$ cat src/rtl/calc_pkg.sv
// rtl/calc_pkg.sv - shared types for the key event queue
package calc_pkg;
    localparam int NUM_KEYS = 5;
    localparam int KEY_W    = $clog2(NUM_KEYS);

    typedef logic [KEY_W-1:0] key_idx_t;

    typedef struct packed {
        key_idx_t key;
        logic     is_repeat;
    } key_event_t;

    typedef enum logic [1:0] {
        ST_IDLE   = 2'd0,
        ST_HOLD   = 2'd1,
        ST_REPEAT = 2'd2
    } hold_state_t;
endpackage

$ cat src/rtl/event_fifo.sv
// rtl/event_fifo.sv - power-of-two event FIFO with valid/ready head and full/empty flags
module event_fifo
    import calc_pkg::*;
#(
    parameter int DEPTH = 4
) (
    input  logic       clk,
    input  logic       rst_n,
    input  logic       i_push,
    input  key_event_t i_push_data,
    input  logic       i_ready,
    output logic       o_valid,
    output key_event_t o_data,
    output logic       o_full,
    output logic       o_empty
);
    localparam int             PTR_W      = (DEPTH > 1) ? $clog2(DEPTH) : 1;
    localparam logic [PTR_W:0] COUNT_FULL = (PTR_W + 1)'(DEPTH);

    key_event_t       r_mem [DEPTH];
    logic [PTR_W-1:0] r_wr_ptr;
    logic [PTR_W-1:0] r_rd_ptr;
    logic [PTR_W:0]   r_count;
    logic             w_pop;
    logic             w_push;

    assign o_empty = (r_count == '0);
    assign o_full  = (r_count == COUNT_FULL);
    assign o_valid = !o_empty;
    // Head is forced to zero when empty so the outputs read 0 throughout reset
    assign o_data  = o_valid ? r_mem[r_rd_ptr] : '0;
    assign w_pop   = o_valid && i_ready;
    assign w_push  = i_push && (!o_full || w_pop);

    always_ff @(posedge clk) begin
        if (w_push) begin
            r_mem[r_wr_ptr] <= i_push_data;
        end
    end

    always_ff @(posedge clk or negedge rst_n) begin
        if (!rst_n) begin
            r_wr_ptr <= '0;
            r_rd_ptr <= '0;
            r_count  <= '0;
        end else begin
            if (w_push) begin
                r_wr_ptr <= r_wr_ptr + 1'b1;
            end
            if (w_pop) begin
                r_rd_ptr <= r_rd_ptr + 1'b1;
            end
            case ({w_push, w_pop})
                2'b10:   r_count <= r_count + 1'b1;
                2'b01:   r_count <= r_count - 1'b1;
                default: r_count <= r_count;
            endcase
        end
    end
endmodule

$ cat src/rtl/key_event_queue.sv
// rtl/key_event_queue.sv - key press edge detect, press/repeat arbiter and hold FSM feeding an event FIFO
module key_event_queue #(
    parameter int NUM_KEYS      = 5,
    parameter int HOLD_CYCLES   = 50000000,
    parameter int REPEAT_CYCLES = 10000000,
    parameter int FIFO_DEPTH    = 4
) (
    input  logic                        clk,
    input  logic                        rst_n,
    input  logic [NUM_KEYS-1:0]         deb,
    output logic                        ev_valid,
    input  logic                        ev_ready,
    output logic [$clog2(NUM_KEYS)-1:0] ev_key,
    output logic                        ev_repeat,
    output logic                        ovf
);
    import calc_pkg::*;

    localparam int MAX_CYCLES = (HOLD_CYCLES > REPEAT_CYCLES) ? HOLD_CYCLES : REPEAT_CYCLES;
    localparam int CNT_W      = (MAX_CYCLES > 1) ? $clog2(MAX_CYCLES) : 1;
    localparam logic [CNT_W-1:0] HOLD_LAST   = CNT_W'(HOLD_CYCLES - 1);
    localparam logic [CNT_W-1:0] REPEAT_LAST = CNT_W'(REPEAT_CYCLES - 1);

    logic [NUM_KEYS-1:0] r_deb_q;
    logic [NUM_KEYS-1:0] r_pending;
    logic [NUM_KEYS-1:0] w_rise;
    logic [NUM_KEYS-1:0] w_clr;
    hold_state_t         r_state;
    hold_state_t         w_state_next;
    logic [CNT_W-1:0]    r_cnt;
    logic [CNT_W-1:0]    w_cnt_next;
    key_idx_t            r_active;
    key_idx_t            w_active_next;
    key_idx_t            w_press_key;
    logic                r_rep_req;
    logic                w_rep_req_next;
    logic                w_press_any;
    logic                w_can_push;
    logic                w_press_enq;
    logic                w_rep_enq;
    logic                w_rep_drop;
    logic                w_release;
    logic                w_fire;
    logic                w_push;
    logic                w_fifo_full;
    logic                w_fifo_empty;
    logic                w_fifo_valid;
    key_event_t          w_push_data;
    key_event_t          w_head;

    assign w_rise = deb & ~r_deb_q;

    always_comb begin
        w_press_any = 1'b0;
        w_press_key = '0;
        for (int i = NUM_KEYS - 1; i >= 0; i--) begin
            if (r_pending[i]) begin
                w_press_any = 1'b1;
                w_press_key = key_idx_t'(i);
            end
        end
    end

    assign w_can_push  = !w_fifo_full || (!w_fifo_empty && ev_ready);
    assign w_release   = (r_state != ST_IDLE) && !deb[r_active];
    assign w_press_enq = w_press_any && w_can_push;
    // A repeat request seen in the release cycle is stale and is neither queued nor counted as lost
    assign w_rep_enq   = !w_press_any && r_rep_req && !w_release && w_can_push;
    assign w_rep_drop  = !w_press_any && r_rep_req && !w_release && !w_can_push;
    assign w_push      = w_press_enq || w_rep_enq;
    assign w_push_data = w_press_enq ? key_event_t'({w_press_key, 1'b0})
                                     : key_event_t'({r_active, 1'b1});
    assign w_clr       = w_press_enq ? (NUM_KEYS'(1) << w_press_key) : '0;

    always_comb begin
        w_state_next  = r_state;
        w_cnt_next    = r_cnt;
        w_active_next = r_active;
        w_fire        = 1'b0;
        if (w_press_enq) begin
            w_state_next  = ST_HOLD;
            w_cnt_next    = '0;
            w_active_next = w_press_key;
        end else begin
            case (r_state)
                ST_HOLD, ST_REPEAT: begin
                    if (w_release) begin
                        w_state_next = ST_IDLE;
                        w_cnt_next   = '0;
                    end else if (r_cnt == ((r_state == ST_HOLD) ? HOLD_LAST : REPEAT_LAST)) begin
                        w_fire       = 1'b1;
                        w_cnt_next   = '0;
                        w_state_next = ST_REPEAT;
                    end else if (r_cnt != {CNT_W{1'b1}}) begin
                        w_cnt_next = r_cnt + 1'b1;
                    end
                end
                default: w_state_next = ST_IDLE;
            endcase
        end

        w_rep_req_next = r_rep_req;
        if (w_release) begin
            w_rep_req_next = 1'b0;
        end else if (w_fire) begin
            w_rep_req_next = 1'b1;
        end else if (w_rep_enq || w_rep_drop) begin
            w_rep_req_next = 1'b0;
        end
    end

    always_ff @(posedge clk or negedge rst_n) begin
        if (!rst_n) begin
            r_deb_q   <= '0;
            r_pending <= '0;
            r_state   <= ST_IDLE;
            r_cnt     <= '0;
            r_active  <= '0;
            r_rep_req <= 1'b0;
        end else begin
            r_deb_q   <= deb;
            r_pending <= (r_pending & ~w_clr) | w_rise;
            r_state   <= w_state_next;
            r_cnt     <= w_cnt_next;
            r_active  <= w_active_next;
            r_rep_req <= w_rep_req_next;
        end
    end

    event_fifo #(
        .DEPTH (FIFO_DEPTH)
    ) u_event_fifo (
        .clk         (clk),
        .rst_n       (rst_n),
        .i_push      (w_push),
        .i_push_data (w_push_data),
        .i_ready     (ev_ready),
        .o_valid     (w_fifo_valid),
        .o_data      (w_head),
        .o_full      (w_fifo_full),
        .o_empty     (w_fifo_empty)
    );

    assign ev_valid  = w_fifo_valid;
    assign ev_key    = w_head.key;
    assign ev_repeat = w_head.is_repeat;
    assign ovf       = w_rep_drop;
endmodule

$ cat config.mk
export PLATFORM = sky130hd
export DESIGN_NAME = key_event_queue
export DESIGN_NICKNAME = d
export VERILOG_FILES = /design/src/rtl/calc_pkg.sv /design/src/rtl/event_fifo.sv /design/src/rtl/key_event_queue.sv
export SDC_FILE = /design/constraint.sdc
export NUM_CORES = 1
export LEC_CHECK = 0
export BUFFER_PORTS_ARGS = -buffer_cell sky130_fd_sc_hd__buf_2
export CORE_MARGIN = 10
export CORE_UTILIZATION = 35
export DETAILED_ROUTE_END_ITERATION = 10
export PLACE_DENSITY_LB_ADDON = 0.15
export SYNTH_ARGS = -nofsm -noshare
export SYNTH_HDL_FRONTEND = slang
export SYNTH_HIERARCHICAL = 1
export SYNTH_SLANG_ARGS = --single-unit
$ cat constraint.sdc
create_clock -name clk -period 2.4 [get_ports clk]
set_input_delay 0.12 -clock clk [delete_from_list [all_inputs] [get_ports clk]]
set_output_delay 0.12 -clock clk [all_outputs]
set_load 0.03 [all_outputs]
==> results of run 1 <==
==> power by group <==
part	leakage (nW)	internal (W)	switching [W]
Clock	0.115	0.000654	0.000441
Combinational	0.781	0.000677	0.000756
Sequential	0.789	0.00143	0.000171
==> routing by layer <==
metal	GRT usage, %	up-vias	share of wire, %
met3	3.62	9	3.5
met4	3.25	0	1.1
met2	18.4	31	48
met1	14.5	1218	47
met5	0	-	0
li1	-	1223	-
==> worst reg2reg max path: stages (launching register included) <==
cell	delay, ns
dfrtp_1	0.37
or4b_1	0.51
or3_4	0.35
a2111oi_4	0.45
or2_4	0.23
buf_6	0.11
nor3_1	0.04
a22o_1	0.18
==> what timing repair did <==
| action | CTS | global route |
|---|---|---|
| endpoints found under the hold margin | 26 | 0 |
| gates resized for setup | 3 | 21 |
| buffers inserted | 2 | 6 |
| pin swaps | 4 | 12 |
| setup endpoints to repair | 11 | 21 |
| hold buffers | 6 | 0 |
| cloned | 0 | 0 |
==> logic make-up (layout without fill, tap and decap cells) <==
| family | after synthesis | after routing | share of synthesized area [%] |
|---|---|---|---|
| XOR/XNOR | 6 | 6 | 1.64 |
| buffers and inverters | 29 | 94 | 3.70 |
| flip-flops | 65 | 65 | 53.1 |
| multiplexers | 8 | 8 | 4.24 |
| AND/OR/NAND/NOR | 114 | 114 | 18.8 |
| AO/OA/AOI/OAI | 66 | 66 | 14.8 |
| adder cells (fa/ha/maj) | 9 | 9 | 3.74 |
==> through the flow <==
stage / hold WS (ns) / TNS (ns) / power, W / instances / cell area, µm²
floorplan: -0.176 / -0.00481 / 0.00252 / 297 / 3250
global placement: 0.147 / -0.0699 / 0.00293 / 440 / 3640
detailed placement: 0.151 / -0.125 / 0.00295 / 440 / 3640
CTS: 0.0788 / 0 / 0.00410 / 464 / 3960
global route: 0.112 / -0.394 / 0.00440 / 470 / 4090
finish: 0.0986 / 0 / 0.00413 / 470 / 4090
==> cell type report <==
type / instances / area [µm²]
inverters: 21 / 78.8
well taps: 108 / 135
multi-input cells: 203 / 1490
clock buffers: 11 / 153
repair buffers: 57 / 438
fillers: 837 / 4760
flip-flops and latches: 65 / 1710
clock inverters: 5 / 85.1
==> placed cells by master (no fill, tap or decap), types with 3 or more instances in the layout <==
cell and count:
a32o_1 3, nand2_1 22, mux4_2 4, dlygate4sd3_1 6, o211ai_1 7, o31ai_1 20, ha_1 6, buf_6 4
xor2_1 3, nand3_1 32, a21oi_1 5, and2_1 6, inv_1 18, buf_4 33, o21ai_0 11, edfxtp_1 16
inv_2 3, buf_2 13, and2_2 4, nand4_1 10, dfrtp_1 48, nor3_1 4, clkbuf_8 9, nor2_1 13
xnor2_1 3
==> path summary, 6_finish.rpt <==
| kind | startpoint | end | cells past startpoint |
|---|---|---|---|
| worst max-delay path | r_cnt[18] | r_cnt[20] | 7 |
| worst min-delay path | ev_ready | u_event_fifo/r_rd_ptr[1] | 3 |
| worst max register to register | r_cnt[18] | r_cnt[20] | 7 |
| worst min register to register | r_deb_q[0] | r_pending[0] | 1 |
| max in group asynchronous | rst_n | r_cnt[23] | 3 |
| min in group asynchronous | rst_n | u_event_fifo/r_rd_ptr[1] | 2 |
==> flip-flops by register name, summed over array words and instances, names as in the netlist <==
signal	flops
r_active	3
r_cnt	26
r_deb_q	5
r_pending	5
r_rep_req	1
r_state	2
u_event_fifo/r_count	3
u_event_fifo/r_mem	16
u_event_fifo/r_rd_ptr	2
u_event_fifo/r_wr_ptr	2
==> impl_metrics.toml, run 1 <==
[finish]
syn_to_final_growth_pct = 27.2
nNetsFinal = 374
antennaDiodeCount = 0
finish.utilization_pct = 46.2
drive_gt1_share_pct = 28.5

[place]
io_buffers = 13
dp_hpwl_mm = 5.24
dp_slack_ns = -0.0289
gp_congestion = 0.794

[clock_network]
tritoncts = "yes"
cts.reportedPaths.clkPinSlew_ns = 0.08
cts.sinks = 65
clockBufferDepth = 2
numCtsBuffers = 9
root_buffer = "clkbuf_8"
clk_latency_ns = 0.34
h-tree-depth = 3

[critical_path]
worstPathCellList = "or4b_1, or3_4, a2111oi_4, or2_4, buf_6, nor3_1, a22o_1"
regToRegSetupSlack_ns = 0.04
slowest_delay_ns = 0.51
critical_path_arrival_ns = 2.59
cp-end-kind = "flop"
required_ns = 2.63
cp_top_family = "simple AND/OR/NAND/NOR gates"
critPathMaxFanout = 4
criticalPathCategory = "reg2reg"
crit_path_start_kind = "flop"
path_buf_inv = 1
cp_slowest_cell = "or4b_1"

[sta]
period_share_pct = 98.5
finalSetupViolCount = 0
max_freq_mhz = 423
fin_skew_ns = 0.0101
setup_ws_ns = 0.0361
rsz0062_at_grt = "true"
hold_viol_final = 0
slew_headroom_pct = 57.2
maxSlewViolCount = 0
tightestPinTransition_ns = 0.636
finalCriticalPeriod_ns = 2.36

[detailed_routing]
dr.pass1.iters = 4
drc = 0
ant_nets = 0
drt_iter0_markers = 147
wl_per_cell_um = 15.5
wl_mm = 7.26
vias = 2481
via_per_inst = 5.28

[yosys]
synth.top_cells.by_area = "dfrtp_1, edfxtp_1, nand3_1"
synth.net_count = 314
yosysMostFrequentCell = "dfrtp_1"
yosysTopAreaCell = "dfrtp_1"
synth-seq-area-share_pct = 53.1
syn_avg_cell_area_um2 = 10.8
synth_edf_count = 16
ys.flop_type = "dfrtp_1"
netlist-cell-type-count = 50
synth_commonest_cells = "dfrtp_1, nand3_1, nand2_1"
synth_area_um2 = 3210
postSynthRegisterBits = 65
ys_async_sr_fraction_pct = 75.4
yosysWarningCount = 6
yosysTopAreaCellShare_pct = 38.1
syn_inst = 297

[power]
vdd_ir_drop_max_mv = 0.370
p_leak_nw = 1.69
power-per-cell-area_nw_per_um2 = 1010

[global_routing]
grt_antenna_before_repair = 0
grt_pass1_wl_mm = 12.3
grt_max_degree = 24
overflow = 0
grt_pass1_vias = 2476
grt_usage_pct = 11.5

[run_status]
status = "completed"

[die]
fp.dieW_um = 116
fp.dieH_um = 116
rows = 34
core_region_area_um2 = 8850
start_util_pct = 36.3
io_pins = 14
dieArea_um2 = 13400

[worst_hold_path]
hp-class = "in2reg"

[run]
drv_cap = 0
(Power assumes the default switching activity.)
==> run 2: changes to the inputs <==
- BUFFER_PORTS_ARGS: -buffer_cell sky130_fd_sc_hd__buf_2 -> unset
- DONT_BUFFER_PORTS: unset -> 1
==> impl_metrics.toml, run 2 (synthesized netlist as in run 1, its figures left out) <==
[run_status]
status = "completed"

[clock_network]
clockBufferDepth = 2
cts.sinks = 65
tritoncts = "yes"
clk_latency_ns = 0.34
root_buffer = "clkbuf_8"
cts.reportedPaths.clkPinSlew_ns = 0.08
h-tree-depth = 3
numCtsBuffers = 9

[critical_path]
critPathLaunch = "r_state[0]"
regToRegSetupSlack_ns = 0.06
crit_path_start_kind = "flop"
slowest_delay_ns = 0.46
required_ns = 2.62
critPathMaxFanout = 8
r2r_start = "r_state[0]"
cp_slowest_cell = "a2111oi_4"
cp_top_family = "compound AO/OA/AOI/OAI gates"
cp-end-kind = "flop"
worstPathCellList = "ha_4, or4_4, o22a_1, a2111oi_4, or2_4, o21ai_4, a32o_1"
criticalPathCategory = "reg2reg"
path_buf_inv = 0
critical_path_arrival_ns = 2.56

[detailed_routing]
wl_mm = 7.38
via_per_inst = 5.30
drt_iter0_markers = 101
dr.pass1.iters = 5
vias = 2441
drc = 0
wl_per_cell_um = 16.0
ant_nets = 0

[finish]
drive_gt1_share_pct = 26.9
syn_to_final_growth_pct = 25.1
layout_common_cells = "dfrtp_1, buf_4, nand3_1, nand2_1, o31ai_1"
largest_registers = "r_cnt x26, u_event_fifo/r_mem x16"
finish.utilization_pct = 45.4
seq_area_um2 = 1710
antennaDiodeCount = 0
fillers = 821
largest_reg_flops = 26
regMostFlops = "r_cnt"
multi_input_area_um2 = 1510
mostFrequentLayoutCell = "dfrtp_1"
nNetsFinal = 365
design_area_um2 = 4020

[power]
vdd_ir_drop_max_mv = 0.385
power_frac_comb_pct = 37.0
clockPowerShare_pct = 21.7
p_sw_w = 0.00139
internal-power_w = 0.00248
p_leak_nw = 1.63
netSwitchingFraction_pct = 35.9
pwr-share-seq_pct = 41.3
power-per-cell-area_nw_per_um2 = 963

[place]
dp_hpwl_mm = 5.20
io_buffers = 0
gp_congestion = 0.783
dp_slack_ns = -0.0874
placed_area_um2 = 3580

[worst_hold_path]
hp-start = "ev_ready"
hp-class = "in2reg"

[sta]
slew_headroom_pct = 54.4
setup_ws_ns = 0.0599
rsz0062_at_grt = "true"
fin_skew_ns = 0.0124
period_share_pct = 97.5
tightestPinTransition_ns = 0.679
max_freq_mhz = 427
finalCriticalPeriod_ns = 2.34
maxSlewViolCount = 0
hold_viol_final = 0
finalSetupViolCount = 0

[global_routing]
grt_antenna_before_repair = 0
overflow = 0
grt_pass1_wl_mm = 12.0
grt_max_degree = 50
grt_usage_pct = 11.4
grt_pass1_vias = 2350

[die]
rows = 34
dieArea_um2 = 13400
io_pins = 14
fp.dieH_um = 116
start_util_pct = 36.3
fp.dieW_um = 116
core_region_area_um2 = 8850

[run]
drv_cap = 0
run 2: layout make-up:
type                            instances  area share, %
Sequential cell                        65           42.5
Multi-Input combinational cell        203           37.6
Timing Repair Buffer                   48           10.2
Tap cell                              108           3.36
Clock buffer                            9           3.08
Inverter                               21           1.96
Clock inverter                          7           1.34
run 2: worst register-to-register path: cells and delay by family (launching register included):
kind                     cells  cell delay, ns
AO/OA/AOI/OAI                4            0.93
adder cells (fa/ha/maj)      1            0.19
flip-flops                   1            0.42
AND/OR/NAND/NOR              2            0.68
run 2: final timing paths:
check	cells past startpoint	to
min reg2reg	1	r_pending[4]
min in group asynchronous	2	r_state[0]
max	7	r_cnt[1]
max reg2reg	7	r_cnt[1]
min	2	u_event_fifo/r_rd_ptr[0]
max in group asynchronous	2	r_cnt[12]
run 2: metrics by stage:
| step | hold WS (ns) | std cells | TNS, ns | power, W |
|---|---|---|---|---|
| 2_1_floorplan | -0.176 | 297 | -0.00481 | 0.00252 |
| 3_3_place_gp | -0.173 | 430 | 0 | 0.00288 |
| 3_5_place_dp | -0.173 | 430 | -0.552 | 0.00289 |
| 4_1_cts | 0.0728 | 454 | 0 | 0.00379 |
| 5_1_grt | 0.106 | 461 | -0.291 | 0.00413 |
| 6_report | 0.0857 | 461 | 0 | 0.00387 |
run 2: routing by layer:
metal,GRT usage (%),up-vias,part of all wire [%]
met5,0,-,0
met4,3.50,0,1.1
met3,3.10,8,3.3
met2,17.9,33,47
met1,14.9,1184,49
li1,-,1216,-
run 2: repair_timing:
action	CTS	global route
resized for setup	1	26
pin swaps	0	14
buffers inserted	0	6
endpoints found under the setup margin	16	26
hold buffers	8	0
gates cloned	0	1
endpoints found under the hold margin	60	0
run 2: power groups by stage:
| stage | Combinational [W] | Clock [W] | Sequential (W) |
|---|---|---|---|
| floorplan | 0.000968 | 0 | 0.00155 |
| global placement | 0.00127 | 0 | 0.00161 |
| detailed placement | 0.00127 | 0 | 0.00162 |
| CTS | 0.00132 | 0.000877 | 0.00159 |
| global route | 0.00158 | 0.000918 | 0.00164 |
| finish | 0.00143 | 0.000839 | 0.00160 |
